File: config.mk
export PLATFORM = sky130hd
export DESIGN_NAME = traffic_phase_ctrl_flat
export DESIGN_NICKNAME = d
export VERILOG_FILES = /design/src/rtl/traffic_phase_ctrl_if.sv /design/src/rtl/traffic_phase_ctrl.sv /design/src/flat_wrapper.sv
export SDC_FILE = /design/constraint.sdc
export NUM_CORES = 1
export LEC_CHECK = 0
export BUFFER_PORTS_ARGS = -buffer_cell sky130_fd_sc_hd__buf_2
export CAP_MARGIN = 20
export CORE_UTILIZATION = 40
export CTS_BUF_LIST = sky130_fd_sc_hd__clkbuf_8
export CTS_CLUSTER_DIAMETER = 40
export DETAILED_ROUTE_END_ITERATION = 6
export PLACE_DENSITY = 0.73
export SLEW_MARGIN = 10
export SYNTH_ARGS = -nofsm -noshare
export SYNTH_HDL_FRONTEND = slang
export SYNTH_SLANG_ARGS = --single-unit
File: constraint.sdc
create_clock -name clk -period 6.25 [get_ports clk]
set_input_delay 0.625 -clock clk [delete_from_list [all_inputs] [get_ports clk]]
set_output_delay 0.625 -clock clk [all_outputs]
set_load 0.05 [all_outputs]
File: src/rtl/traffic_phase_ctrl_if.sv
// Lamp/timing bundle between the traffic sequencer and its surroundings.
// The master drives the tick strobe and the requests; the slave returns phase, lamps and countdown.
interface traffic_phase_ctrl_if #(
  parameter int CNT_W = 8
);
  logic             tick;
  logic             ped_req;
  logic             night;
  logic [2:0]       phase;
  logic [2:0]       ns_light;
  logic [2:0]       ew_light;
  logic             walk;
  logic             blink;
  logic [CNT_W-1:0] countdown;

  modport master (
    output tick, ped_req, night,
    input  phase, ns_light, ew_light, walk, blink, countdown
  );

  modport slave (
    input  tick, ped_req, night,
    output phase, ns_light, ew_light, walk, blink, countdown
  );
endinterface

File: src/rtl/traffic_phase_ctrl.sv
// Two-road traffic-light sequencer stepped by a one-clock tick strobe, with green-end blink,
// pedestrian green shortening on the NS road and a night flashing mode.
module traffic_phase_ctrl #(
  parameter int CNT_W    = 8,
  parameter int GREEN_T  = 10,
  parameter int YELLOW_T = 3,
  parameter int ALLRED_T = 2,
  parameter int BLINK_T  = 3,
  parameter int SHORT_T  = 4
) (
  input  logic                 clk,
  input  logic                 rst_n,
  traffic_phase_ctrl_if.slave  bus
);

  typedef enum logic [2:0] {
    NS_G    = 3'd0,
    NS_Y    = 3'd1,
    AR1     = 3'd2,
    EW_G    = 3'd3,
    EW_Y    = 3'd4,
    AR2     = 3'd5,
    NIGHT   = 3'd6,
    ILLEGAL = 3'd7
  } phase_t;

  localparam logic [CNT_W-1:0] G_LD      = CNT_W'(GREEN_T - 1);
  localparam logic [CNT_W-1:0] Y_LD      = CNT_W'(YELLOW_T - 1);
  localparam logic [CNT_W-1:0] AR_LD     = CNT_W'(ALLRED_T - 1);
  localparam logic [CNT_W-1:0] BLINK_MAX = CNT_W'(BLINK_T);
  localparam logic [CNT_W-1:0] SHORT_LD  = CNT_W'(SHORT_T);

  phase_t           state, state_n;
  logic [CNT_W-1:0] cnt, cnt_n;
  logic             blink_q, blink_n;
  logic             ped_pend, ped_n;
  logic             in_green;
  logic [2:0]       ns, ew;

  assign in_green = (state == NS_G) || (state == EW_G);

  always_ff @(posedge clk or negedge rst_n) begin
    if (!rst_n) begin
      state    <= AR2;
      cnt      <= AR_LD;
      blink_q  <= 1'b0;
      ped_pend <= 1'b0;
    end else begin
      state    <= state_n;
      cnt      <= cnt_n;
      blink_q  <= blink_n;
      ped_pend <= ped_n;
    end
  end

  // Night beats everything on a tick; pedestrian shortening beats the normal decrement.
  always_comb begin
    state_n = state;
    cnt_n   = cnt;
    blink_n = blink_q;
    ped_n   = ped_pend | bus.ped_req;
    if (state == ILLEGAL) begin
      state_n = AR2;
      cnt_n   = AR_LD;
      blink_n = 1'b0;
    end else if (bus.tick) begin
      if (bus.night) begin
        state_n = NIGHT;
        cnt_n   = '0;
        blink_n = ~blink_q;
      end else if (state == NIGHT) begin
        state_n = AR2;
        cnt_n   = AR_LD;
        blink_n = 1'b0;
      end else begin
        blink_n = (in_green && (cnt != '0) && (cnt <= BLINK_MAX)) ? ~blink_q : 1'b0;
        if ((state == NS_G) && ped_pend && (cnt > SHORT_LD)) begin
          cnt_n = SHORT_LD;
        end else if (cnt != '0) begin
          cnt_n = cnt - CNT_W'(1);
        end else begin
          case (state)
            NS_G: begin state_n = NS_Y; cnt_n = Y_LD;  end
            NS_Y: begin state_n = AR1;  cnt_n = AR_LD; end
            // A request arriving on this very edge is considered served by this walk phase.
            AR1:  begin state_n = EW_G; cnt_n = G_LD;  ped_n = 1'b0; end
            EW_G: begin state_n = EW_Y; cnt_n = Y_LD;  end
            EW_Y: begin state_n = AR2;  cnt_n = AR_LD; end
            default: begin state_n = NS_G; cnt_n = G_LD; end
          endcase
        end
      end
    end
  end

  always_comb begin
    ns = 3'b100;
    ew = 3'b100;
    case (state)
      NS_G:  ns = {2'b00, ~blink_q};
      NS_Y:  ns = 3'b010;
      EW_G:  ew = {2'b00, ~blink_q};
      EW_Y:  ew = 3'b010;
      NIGHT: begin
        ns = {1'b0, blink_q, 1'b0};
        ew = {1'b0, blink_q, 1'b0};
      end
      default: ;
    endcase
  end

  assign bus.phase     = state;
  assign bus.ns_light  = ns;
  assign bus.ew_light  = ew;
  assign bus.walk      = (state == EW_G);
  assign bus.blink     = blink_q;
  assign bus.countdown = cnt;

endmodule

File: src/flat_wrapper.sv
// flat-port wrapper written by rule: the top's interface ports become plain ports
module traffic_phase_ctrl_flat 
#(
  parameter int CNT_W    = 8,
  parameter int GREEN_T  = 10,
  parameter int YELLOW_T = 3,
  parameter int ALLRED_T = 2,
  parameter int BLINK_T  = 3,
  parameter int SHORT_T  = 4
)
  (clk, rst_n, bus_tick, bus_ped_req, bus_night, bus_phase, bus_ns_light, bus_ew_light, bus_walk, bus_blink, bus_countdown);
  traffic_phase_ctrl_if #(.CNT_W(CNT_W)) bus_i ();
  input  logic clk;
  input  logic rst_n;
  input wire logic [$bits(bus_i.tick)-1:0] bus_tick;
  input wire logic [$bits(bus_i.ped_req)-1:0] bus_ped_req;
  input wire logic [$bits(bus_i.night)-1:0] bus_night;
  output wire logic [$bits(bus_i.phase)-1:0] bus_phase;
  output wire logic [$bits(bus_i.ns_light)-1:0] bus_ns_light;
  output wire logic [$bits(bus_i.ew_light)-1:0] bus_ew_light;
  output wire logic [$bits(bus_i.walk)-1:0] bus_walk;
  output wire logic [$bits(bus_i.blink)-1:0] bus_blink;
  output wire logic [$bits(bus_i.countdown)-1:0] bus_countdown;
  assign bus_i.tick = bus_tick;
  assign bus_i.ped_req = bus_ped_req;
  assign bus_i.night = bus_night;
  assign bus_phase = bus_i.phase;
  assign bus_ns_light = bus_i.ns_light;
  assign bus_ew_light = bus_i.ew_light;
  assign bus_walk = bus_i.walk;
  assign bus_blink = bus_i.blink;
  assign bus_countdown = bus_i.countdown;
  traffic_phase_ctrl #(.CNT_W(CNT_W), .GREEN_T(GREEN_T), .YELLOW_T(YELLOW_T), .ALLRED_T(ALLRED_T), .BLINK_T(BLINK_T), .SHORT_T(SHORT_T)) u_core (.clk(clk), .rst_n(rst_n), .bus(bus_i));
endmodule
* Word-level counts from Yosys, hierarchy flattened
Cells that the tools add are included.
** Word-level totals
- Flip-flop bits (word level) :: 13
- Output and inout port bits :: 19
- Word-level logic and storage cells :: 56
** Cells by class
- $add $sub $neg :: 1
- Order comparisons :: 2
- Eq/ne operators :: 8
- Muxes and demuxes :: 28
- Bitwise operators :: 2
- Reduce and logical (&&, ||, !) cells :: 11
** Operators by type and width (count)
- two-way mux 8 bit :: 6
- two-way mux 3 bit :: 6
- one-hot mux 3 bit (3 select lines) :: 2
- one-hot mux 3 bit (5 select lines) :: 1
- two-way mux 1 bit :: 12
- equality test 3 bit, second input constant :: 3
- > comparator 8 x 3 -> 1 bit, second input constant :: 1
- less-or-equal comparator 8 x 2 -> 1 bit, second input constant :: 1
- != test 4 x 2 -> 1 bit, second input constant :: 2
- one-hot mux 4 bit (2 select lines) :: 1
- nonzero test 8 bit :: 1
- subtractor 8 x 1 -> 8 bit, second input constant :: 1
- equality test 3 x 2 -> 1 bit, second input constant :: 2
- logical AND 1 bit :: 4
- OR reduction 2 bit :: 2
- equality test 3 x 1 -> 1 bit, second input constant :: 1
- logical NOT 3 bit :: 1
- AND reduction 3 bit :: 1
- nonzero test 2 bit :: 1
- logical OR 1 bit :: 1
- inverter 1 bit :: 1
- OR 1 bit :: 1

* Logic depth before layout (Yosys ltp)
Gate-level depths: netlist of the first run.
- Word-level depth :: 9
- Gate-level depth with buffers :: 7
- Depth with buffers taken out :: 6

* Least setup slack after synthesis of the first run
OpenSTA, ideal clock, no wires.
- Kind :: register -> output
- Start point :: reg u_core.state[2] (netlist: u_core.bus.phase[2])
- End point :: out bus_ns_light[0]
- Arrival :: 2.726 ns
- Path slack :: 2.899 ns
- Stages on the path, launching flop included :: 4
- Buffers on the path :: 2
- Cell sequence :: dfstp_2 > clkdlybuf4s50_2 > clkbuf_1 > nor4_1
** On the way
- Word-level cells in the longest chain between the ends :: 2
** RTL lines
- start, declared :: line traffic_phase_ctrl.sv:33 : phase_t state, state_n;
- start signal, assigned :: line traffic_phase_ctrl.sv:49 : state <= state_n;
- equality test 3 bit, or another cell as far along :: line traffic_phase_ctrl.sv:99 : case (state)
- one-hot mux 3 bit (3 select lines) * :: line traffic_phase_ctrl.sv:99
- end, declared :: line flat_wrapper.sv:19 : output wire logic [$bits(bus_i.ns_light)-1:0] bus_ns_light;
Mark *: on every way between the ends. The rest lies on a longest branch, timed or not.

* Final worst setup path of the first run
- Start point :: reg u_core.cnt[1] (netlist: u_core.bus.countdown[1])
- End point :: reg u_core.cnt[1] (netlist: u_core.bus.countdown[1])
** On the way
- Word-level cells in the longest chain between the ends :: 7
** RTL lines
- start, declared :: line traffic_phase_ctrl.sv:34 : logic [CNT_W-1:0] cnt, cnt_n;
- start signal, assigned :: line traffic_phase_ctrl.sv:50 : cnt <= cnt_n;
- subtractor 8 x 1 -> 8 bit, or another cell as far along :: line traffic_phase_ctrl.sv:80 : cnt_n = cnt - CNT_W'(1);
- two-way mux 8 bit / logical AND 1 bit (equally long branches) :: line traffic_phase_ctrl.sv:79, traffic_phase_ctrl.sv:77
- two-way mux 8 bit * :: line traffic_phase_ctrl.sv:77 : if ((state == NS_G) && ped_pend && (cnt > SHORT_LD)) begin
- two-way mux 8 bit * :: line traffic_phase_ctrl.sv:71 : end else if (state == NIGHT) begin
- two-way mux 8 bit * :: line traffic_phase_ctrl.sv:67 : if (bus.night) begin
- two-way mux 8 bit * :: line traffic_phase_ctrl.sv:66 : end else if (bus.tick) begin
- two-way mux 8 bit * :: line traffic_phase_ctrl.sv:62 : if (state == ILLEGAL) begin
Mark *: on every way between the ends. The rest lies on a longest branch, timed or not. The select of a mux whose other input is x is not followed.
A chain may end at the register's enable or synchronous reset.

==> impl_metrics.tcl, run 1 <==
set metrics [dict create \
    syn_area_um2 971 \
    cp_max_fo 10 \
    fin_util 0.495 \
    final_cell_mix "buf_2 (23), nor2_1 (10), dfrtp_1 (10), nand2_1 (9), nor3_1 (8)" \
    ys.flop_type "dfrtp_1" \
    synthArstFlopShare 1.00 \
    crit_path_cell_trace "inv_1, ha_1, or3b_2, nor2_2, mux2_2, a22o_1" \
    path_class "flop to flop" \
    avgViaCountPerCell 5.85 \
    layout-drive-gt1-share 0.282 \
    yosys.area_share.simple 0.276 \
    portBuffers 23 \
    grt_max_degree 18 \
    cts_setup_buffers 0 \
    worst_slew_pin_slew_ps 439 \
    required_ps 6390 \
    fin_crit_sh 0.360 \
    numClockSinks 13 \
    core_area_mm2 0.00225 \
    rows 17 \
    synthXorXnorAreaFrac 0.00902 \
    status "finished clean" \
    clk_path_buf_depth 2 \
    clock_skew_ps 2.57 \
    worst_hold_path_type "input pin to asynchronous set/reset pin" \
    firstDrtPassIters 4 \
    timing.setup.tns_ps 0 \
    setup_viol 0 \
    ios 24 \
    antenna_found_initial 0 \
    fillers 227 \
    synth_compound_area_frac 0.254 \
    syn_area_per_cell_um2 8.75 \
    die_x_um 51.3 \
    cts.clk_slew.worst_paths_ps 60 \
    syn_nets 118 \
    startpoint_type "flop" \
    synthMuxAreaShare 0.0219 \
    cts_root_buf "clkbuf_8" \
    synth-seq-area-share 0.339 \
    timing.critical_path.max_delay_family "simple AND/OR/NAND/NOR gates" \
    stdcell_count 159 \
    postSynthCellCount 111 \
    vias 930 \
    crit_path_end_kind "flop" \
    yosys_warnings 0 \
    gr-usage-all-layers 0.190 \
    synthAdderAreaFrac 0.0258 \
    pre_cts_ws_ps 4030 \
    fin_crit_ps 2250 \
    crit_slowest_cell "or3b_2" \
    cts_made_buffers 3 \
    overflow 0 \
    dieArea_mm2 0.00263 \
    path_buf_inv 1 \
    slowest_delay_ps 500 \
    fmax_mhz 444 \
    htree_num_levels 1 \
    worstSkewPairLatency_ps 240 \
    synth.distinct_cells 48 \
    drc_errors 0 \
    drt_iter0_markers 39 \
    cts_tree "yes" \
    max_slew_margin 0.707 \
    num-nets-final 139 \
    holdBufCountCts 0 \
    ctsResizeCount 0 \
    drv_slew 0 \
    cap_violations 0 \
    dp.cells 155 \
    die_h_um 51.3 \
    final_common_cell "buf_2" \
    syn2layout_area_growth_pct 14.9 \
    cp.arrival_ps 2390 \
    first_global_vias 847 \
    wl_per_cell_um 13.8 \
    synth_top_family_by_area "simple AND/OR/NAND/NOR gates" \
    grt_pass1_wl_um 3800 \
    synth_edf_count 0 \
    dp_hpwl_um 1640 \
    routabilityCongestion 0.855 \
    drtAntennaViolNets 0 \
    hold_viol_final 0 \
    start_util 0.431 \
    setup_slack_ps 4000 \
    rsz0062_at_grt "false" \
    wl_um 2190 \
    synth_seq_cells 13 \
    diodes 0 \
]
[per-layer routing]
layer  track usage  wire [µm]
met3        0.0357        123
met5             0          0
met2         0.294       1020
met4        0.0631          9
met1         0.263       1040
[state kept, by name, summed over array words and instances, names as in the netlist]
register	cells
u_core.bus.phase	3
u_core.ped_pend	1
u_core.bus.blink	1
u_core.bus.countdown	8
[cell usage after synthesis, types with 2 or more instances]
| master | count | area [µm²] |
|---|---|---|
| dfrtp_1 | 10 | 250 |
| nor2_1 | 10 | 37.5 |
| nand2_1 | 9 | 33.8 |
| nor3_1 | 8 | 40.0 |
| inv_1 | 6 | 22.5 |
| a21oi_1 | 4 | 20.0 |
| a22o_1 | 4 | 35.0 |
| a31oi_1 | 3 | 18.8 |
| clkbuf_1 | 3 | 11.3 |
| dfstp_2 | 3 | 78.8 |
| nor2b_1 | 3 | 18.8 |
| a21o_1 | 2 | 15.0 |
| clkdlybuf4s50_2 | 2 | 22.5 |
| ha_1 | 2 | 25.0 |
| nand2b_1 | 2 | 12.5 |
| nand3_1 | 2 | 10.0 |
| nand3b_1 | 2 | 15.0 |
| nor4_1 | 2 | 12.5 |
| o21a_1 | 2 | 15.0 |
| o22ai_1 | 2 | 12.5 |
| o311a_1 | 2 | 20.0 |
| o31ai_1 | 2 | 15.0 |
[cell type report]
type / count / area (µm²) / share of cell area
multi-input combinational: 85 / 569 / 0.510
sequential: 13 / 329 / 0.295
timing repair buffer: 23 / 115 / 0.103
clock buffer: 3 / 41.3 / 0.0370
tap: 28 / 35.0 / 0.0314
inverter: 6 / 22.5 / 0.0202
clock inverter: 1 / 3.75 / 0.00336
[cell families after synthesis]
group | after synthesis
AND/OR/NAND/NOR | 49
multiplexers | 2
buffers and inverters | 13
adder cells (fa/ha/maj) | 2
flip-flops | 13
XOR/XNOR | 1
AO/OA/AOI/OAI | 31
[stage by stage]
step                hold slack, ps  instance area, µm²
floorplan                      329                 971
global placement               514                1070
global route                   284                1120
detailed placement             528                1070
finish                         260                1120
CTS                            270                1120
[path summary, 6_finish.rpt]
kind	from	to	slack (ps)	cells past startpoint
max in group asynchronous	rst_n	u_core.bus.phase[0]	5710	1
setup reg to reg	u_core.bus.countdown[1]	u_core.bus.countdown[1]	4000	6
min in group clk	u_core.ped_pend	u_core.ped_pend	540	1
setup / recovery	u_core.bus.countdown[1]	u_core.bus.countdown[1]	4000	6
hold / removal	rst_n	u_core.bus.countdown[1]	260	1
hold reg to reg	u_core.ped_pend	u_core.ped_pend	540	1
Power of run 1 is not shown: default switching activity piles up to over one toggle a cycle in this logic, so the estimate is an artifact.
==> run 2, diff against run 1 <==
--- a/config.mk
+++ b/config.mk
@@ -5,6 +5,7 @@
 export SDC_FILE = /design/constraint.sdc
 export NUM_CORES = 1
 export LEC_CHECK = 0
+export ABC_AREA = 1
 export BUFFER_PORTS_ARGS = -buffer_cell sky130_fd_sc_hd__buf_2
 export CAP_MARGIN = 20
 export CORE_UTILIZATION = 40
==> constraint.sdc (replaced) <==
create_clock -name clk -period 2.3 [get_ports clk]
set_input_delay 0.23 -clock clk [delete_from_list [all_inputs] [get_ports clk]]
set_output_delay 0.23 -clock clk [all_outputs]
set_load 0.05 [all_outputs]
==> impl_metrics.tcl, run 2 <==
set metrics [dict create \
    htree_num_levels 1 \
    slowest_delay_ps 620 \
    hold_viol_final 0 \
    yosys.area.top_type "dfrtp_1" \
    crit_path_cell_trace "inv_2, nand3_1, and3_1, buf_2" \
    diodes 0 \
    timing.setup.tns_ps 0 \
    crit_slowest_cell "dfstp_2" \
    worst_slew_pin_slew_ps 308 \
    fin_crit_sh 0.755 \
    overflow 0 \
    syn2layout_area_growth_pct 21.1 \
    clock_skew_ps 9.27 \
    wl_per_cell_um 12.2 \
    drt_iter0_markers 23 \
    synthTopCellsByCount "nand2_1 (29), inv_1 (20), nor2_1 (15)" \
    final_cell_mix "nand2_1 (29), buf_2 (23), inv_1 (21), nor2_1 (15)" \
    cp.arrival_ps 1510 \
    max_slew_margin 0.794 \
    largest_reg_flops 8 \
    postSynthCellCount 134 \
    syn_area_per_cell_um2 7.26 \
    cts_tree "yes" \
    antenna_found_initial 0 \
    start_util 0.431 \
    firstDrtPassIters 4 \
    setup_viol 0 \
    dp_hpwl_um 1800 \
    path_buf_inv 2 \
    worstSkewPairLatency_ps 240 \
    synth.area.top_cells "dfrtp_1 (26%), nand2_1 (11%), dfstp_2 (8.1%)" \
    routabilityCongestion 0.875 \
    cp_max_fo 7 \
    cts_setup_buffers 0 \
    cts_root_buf "clkbuf_8" \
    required_ps 2070 \
    core_area_mm2 0.00225 \
    rows 17 \
    num-nets-final 170 \
    first_global_vias 891 \
    yosysMostFrequentCell "nand2_1" \
    synth.distinct_cells 23 \
    timing.critical_path.max_delay_family "flip-flops" \
    startpoint_type "flop" \
    layout-drive-gt1-share 0.278 \
    synth_seq_cells 13 \
    syn_area_um2 972 \
    cap_violations 0 \
    fmax_mhz 576 \
    ys.flop_type "dfrtp_1" \
    worst_hold_path_type "input pin to flop" \
    drc_errors 0 \
    drv_slew 0 \
    final_common_cell "nand2_1" \
    synth-seq-area-share 0.338 \
    dieArea_mm2 0.00263 \
    yosys_warnings 0 \
    clk_path_buf_depth 2 \
    synth_edf_count 0 \
    cts.clk_slew.worst_paths_ps 60 \
    cts_made_buffers 3 \
    syn_nets 141 \
    portBuffers 23 \
    wl_um 2320 \
    crit_path_end_kind "primary output" \
    die_h_um 51.3 \
    numClockSinks 13 \
    gr-usage-all-layers 0.198 \
    ctsResizeCount 0 \
    vias 981 \
    drtAntennaViolNets 0 \
    avgViaCountPerCell 5.16 \
    path_class "flop to primary output" \
    synth.top_cell.area_share 0.257 \
    status "finished clean" \
    rsz0062_at_grt "false" \
    grt_pass1_wl_um 3950 \
    fin_crit_ps 1740 \
    die_x_um 51.3 \
    synthArstFlopShare 1.00 \
    grt_max_degree 14 \
    ios 24 \
]
## run 2: cell count changes after synthesis, moves of 4 or more
| cell | previous run | this run |
|---|---|---|
| nor2_1 | 10 | 15 |
| nor3_1 | 8 | 0 |
| nand3_1 | 2 | 10 |
| o21ai_0 | 1 | 8 |
| nand2_1 | 9 | 29 |
| inv_1 | 6 | 20 |
| nand2_4 | 0 | 4 |
| nand4_1 | 0 | 5 |
| a22o_1 | 4 | 0 |
## run 2: path summary, 6_finish.rpt
path                                              start                      end  slack (ps)  cells after the start
worst max-delay path                u_core.bus.phase[2]          bus_ns_light[2]         560                      4
worst min-delay path                        bus_ped_req          u_core.ped_pend         240                      3
worst max register to register  u_core.bus.countdown[0]  u_core.bus.countdown[1]         750                      8
worst min register to register          u_core.ped_pend          u_core.ped_pend         550                      2
max in group asynchronous                         rst_n      u_core.bus.phase[2]        1600                      2
min in group asynchronous                         rst_n          u_core.ped_pend         400                      2
## run 2: routing by layer
layer  vias up  wire length (µm)  part of all wire  global-route usage
met3         4               140             0.060              0.0208
li1        488                 -                 -                   -
met4         0                23            0.0099              0.0766
met5         -                 0                 0                   0
met1       455              1050              0.45               0.261
met2        34              1100              0.47               0.329
## run 2: layout make-up
cell class	count	area [µm²]
Clock inverter	1	3.75
Clock buffer	3	41.3
Inverter	24	92.6
Fill cell	232	1080
Tap cell	28	35.0
Sequential cell	13	329
Multi-Input combinational cell	97	551
Timing Repair Buffer	24	125
## run 2: timing repair
action,CTS,global route
endpoints found under the hold margin,10,0
hold buffers,1,0
setup endpoints to repair,0,0
## run 2: kinds of logic after synthesis
kind of cell,share of synthesized area
adders and majority gates,0.0257
and+or+nand+nor,0.381
AOI/OAI and AO/OA,0.133
DFF,0.338
buffers and inverters,0.0952
xor gates and xnor gates,0.0270
## run 2: worst register-to-register path: cells and delay by family (launching register included)
kind                     cells  cell delay (ps)
buffers and inverters        1               90
AND/OR/NAND/NOR              5              470
flip-flops                   1              540
AO/OA/AOI/OAI                1               90
adder cells (fa/ha/maj)      1              250
## run 2: stage by stage
step	area [µm²]	utilization	instances	setup WS [ps]	hold WS [ps]
3_3_place_gp	1120	0.498	185	820	136
6_report	1180	0.522	190	564	243
2_1_floorplan	972	-	134	73.2	-65.6
4_1_cts	1180	0.522	190	551	245
3_5_place_dp	1120	0.498	185	799	142
5_1_grt	1180	0.522	190	486	250
Power of run 2 is left out for the same reason.
==> run 3, diff against run 2 <==
==> constraint.sdc (replaced) <==
create_clock -name clk -period 1.76 [get_ports clk]
set_input_delay 0.176 -clock clk [delete_from_list [all_inputs] [get_ports clk]]
set_output_delay 0.176 -clock clk [all_outputs]
set_load 0.05 [all_outputs]
==> impl_metrics.tcl, run 3 (same netlist as run 2, synthesis figures left out) <==
set metrics [dict create \
    final_common_cell "nand2_1" \
    worstSkewPairLatency_ps 240 \
    status "finished clean" \
    cp_max_fo 7 \
    r2r_cells 7 \
    vias 977 \
    wl_um 2340 \
    worst_hold_path_type "input pin to flop" \
    startpoint_type "flop" \
    avgViaCountPerCell 5.14 \
    hold_depth 3 \
    drtAntennaViolNets 0 \
    gr-usage-all-layers 0.198 \
    core_area_mm2 0.00225 \
    largest_reg_flops 8 \
    fin_util 0.536 \
    cts_made_buffers 3 \
    hold_viol_final 0 \
    hold_ws_ps 206 \
    fin_crit_ps 1710 \
    cts_setup_buffers 0 \
    crit_path_end_kind "primary output" \
    fin_crit_sh 0.970 \
    drv_slew 0 \
    clk_path_buf_depth 2 \
    num-nets-final 170 \
    setup_viol 0 \
    start_util 0.431 \
    first_global_vias 902 \
    drc_errors 0 \
    dieArea_mm2 0.00263 \
    cts.clk_slew.worst_paths_ps 60 \
    htree_num_levels 1 \
    grt_pass1_wl_um 3910 \
    antenna_found_initial 0 \
    grt_max_degree 14 \
    dp.cells 185 \
    path_class "flop to primary output" \
    routabilityCongestion 0.891 \
    fmax_mhz 586 \
    ios 24 \
    rsz0062_at_grt "false" \
    numClockSinks 13 \
    worst_slew_pin_slew_ps 320 \
    cts_root_buf "clkbuf_8" \
    diodes 0 \
    rows 17 \
    required_ps 1580 \
    die_h_um 51.3 \
    portBuffers 23 \
    die_x_um 51.3 \
    syn2layout_area_growth_pct 24.3 \
    wl_per_cell_um 12.3 \
    max_slew_margin 0.787 \
    final_cell_mix "nand2_1 (29), inv_1 (21), buf_2 (20), nor2_1 (15), dfrtp_1 (10)" \
    overflow 0 \
    stdcell_count 190 \
    cp.arrival_ps 1530 \
    clock_skew_ps 6.02 \
    drt_iter0_markers 28 \
    layout-drive-gt1-share 0.296 \
    dp_hpwl_um 1830 \
    firstDrtPassIters 4 \
    cts_tree "yes" \
    cap_violations 0 \
    fillers 237 \
]
-- run 3: cell types whose count changed in the layout (fill, tap and decap cells not counted), sizes merged --
cell,before,now
buf,23,21
clkbuf,3,5
-- run 3: final timing paths --
check	start	endpoint	slack, ps
setup / recovery	u_core.bus.phase[2]	bus_ew_light[2]	50
hold / removal	bus_ped_req	u_core.ped_pend	210
setup reg to reg	u_core.bus.countdown[0]	u_core.bus.countdown[5]	230
hold reg to reg	u_core.ped_pend	u_core.ped_pend	560
max in group asynchronous	rst_n	u_core.bus.phase[0]	1110
min in group asynchronous	rst_n	u_core.bus.countdown[2]	350
-- run 3: final cells by class --
cell class / instances / area, µm² / area share
clock inverter: 1 / 3.75 / 0.00311
tap: 28 / 35.0 / 0.0290
inverter: 24 / 92.6 / 0.0766
clock buffer: 3 / 41.3 / 0.0342
timing repair buffer: 24 / 133 / 0.110
sequential: 13 / 333 / 0.275
multi-input combinational: 97 / 571 / 0.472
-- run 3: layer usage --
layer,track usage,up-vias,share of wire
met5,0,-,0
met4,0.0856,0,0.016
met3,0.0268,4,0.051
met2,0.331,31,0.46
met1,0.252,455,0.48
li1,-,487,-
-- run 3: what timing repair did --
action,CTS,global route
hold buffers,1,0
gates resized for setup,1,3
endpoints found under the setup margin,1,2
hold endpoints to repair,10,0
-- run 3: critical path, stage by stage (launching register included) --
cell	delay, ps
dfstp_4	680
inv_2	80
nand2_1	130
inv_1	100
a21oi_4	110
buf_4	200
-- run 3: stage by stage --
stage          area (µm²)  setup TNS, ps  worst slack [ps]
2_1_floorplan         991          -82.2             -47.7
3_3_place_gp         1140              0               286
3_5_place_dp         1140              0               248
4_1_cts              1200              0              31.8
5_1_grt              1210              0              7.23
6_report             1210              0              53.6
Power of run 3 is left out for the same reason.
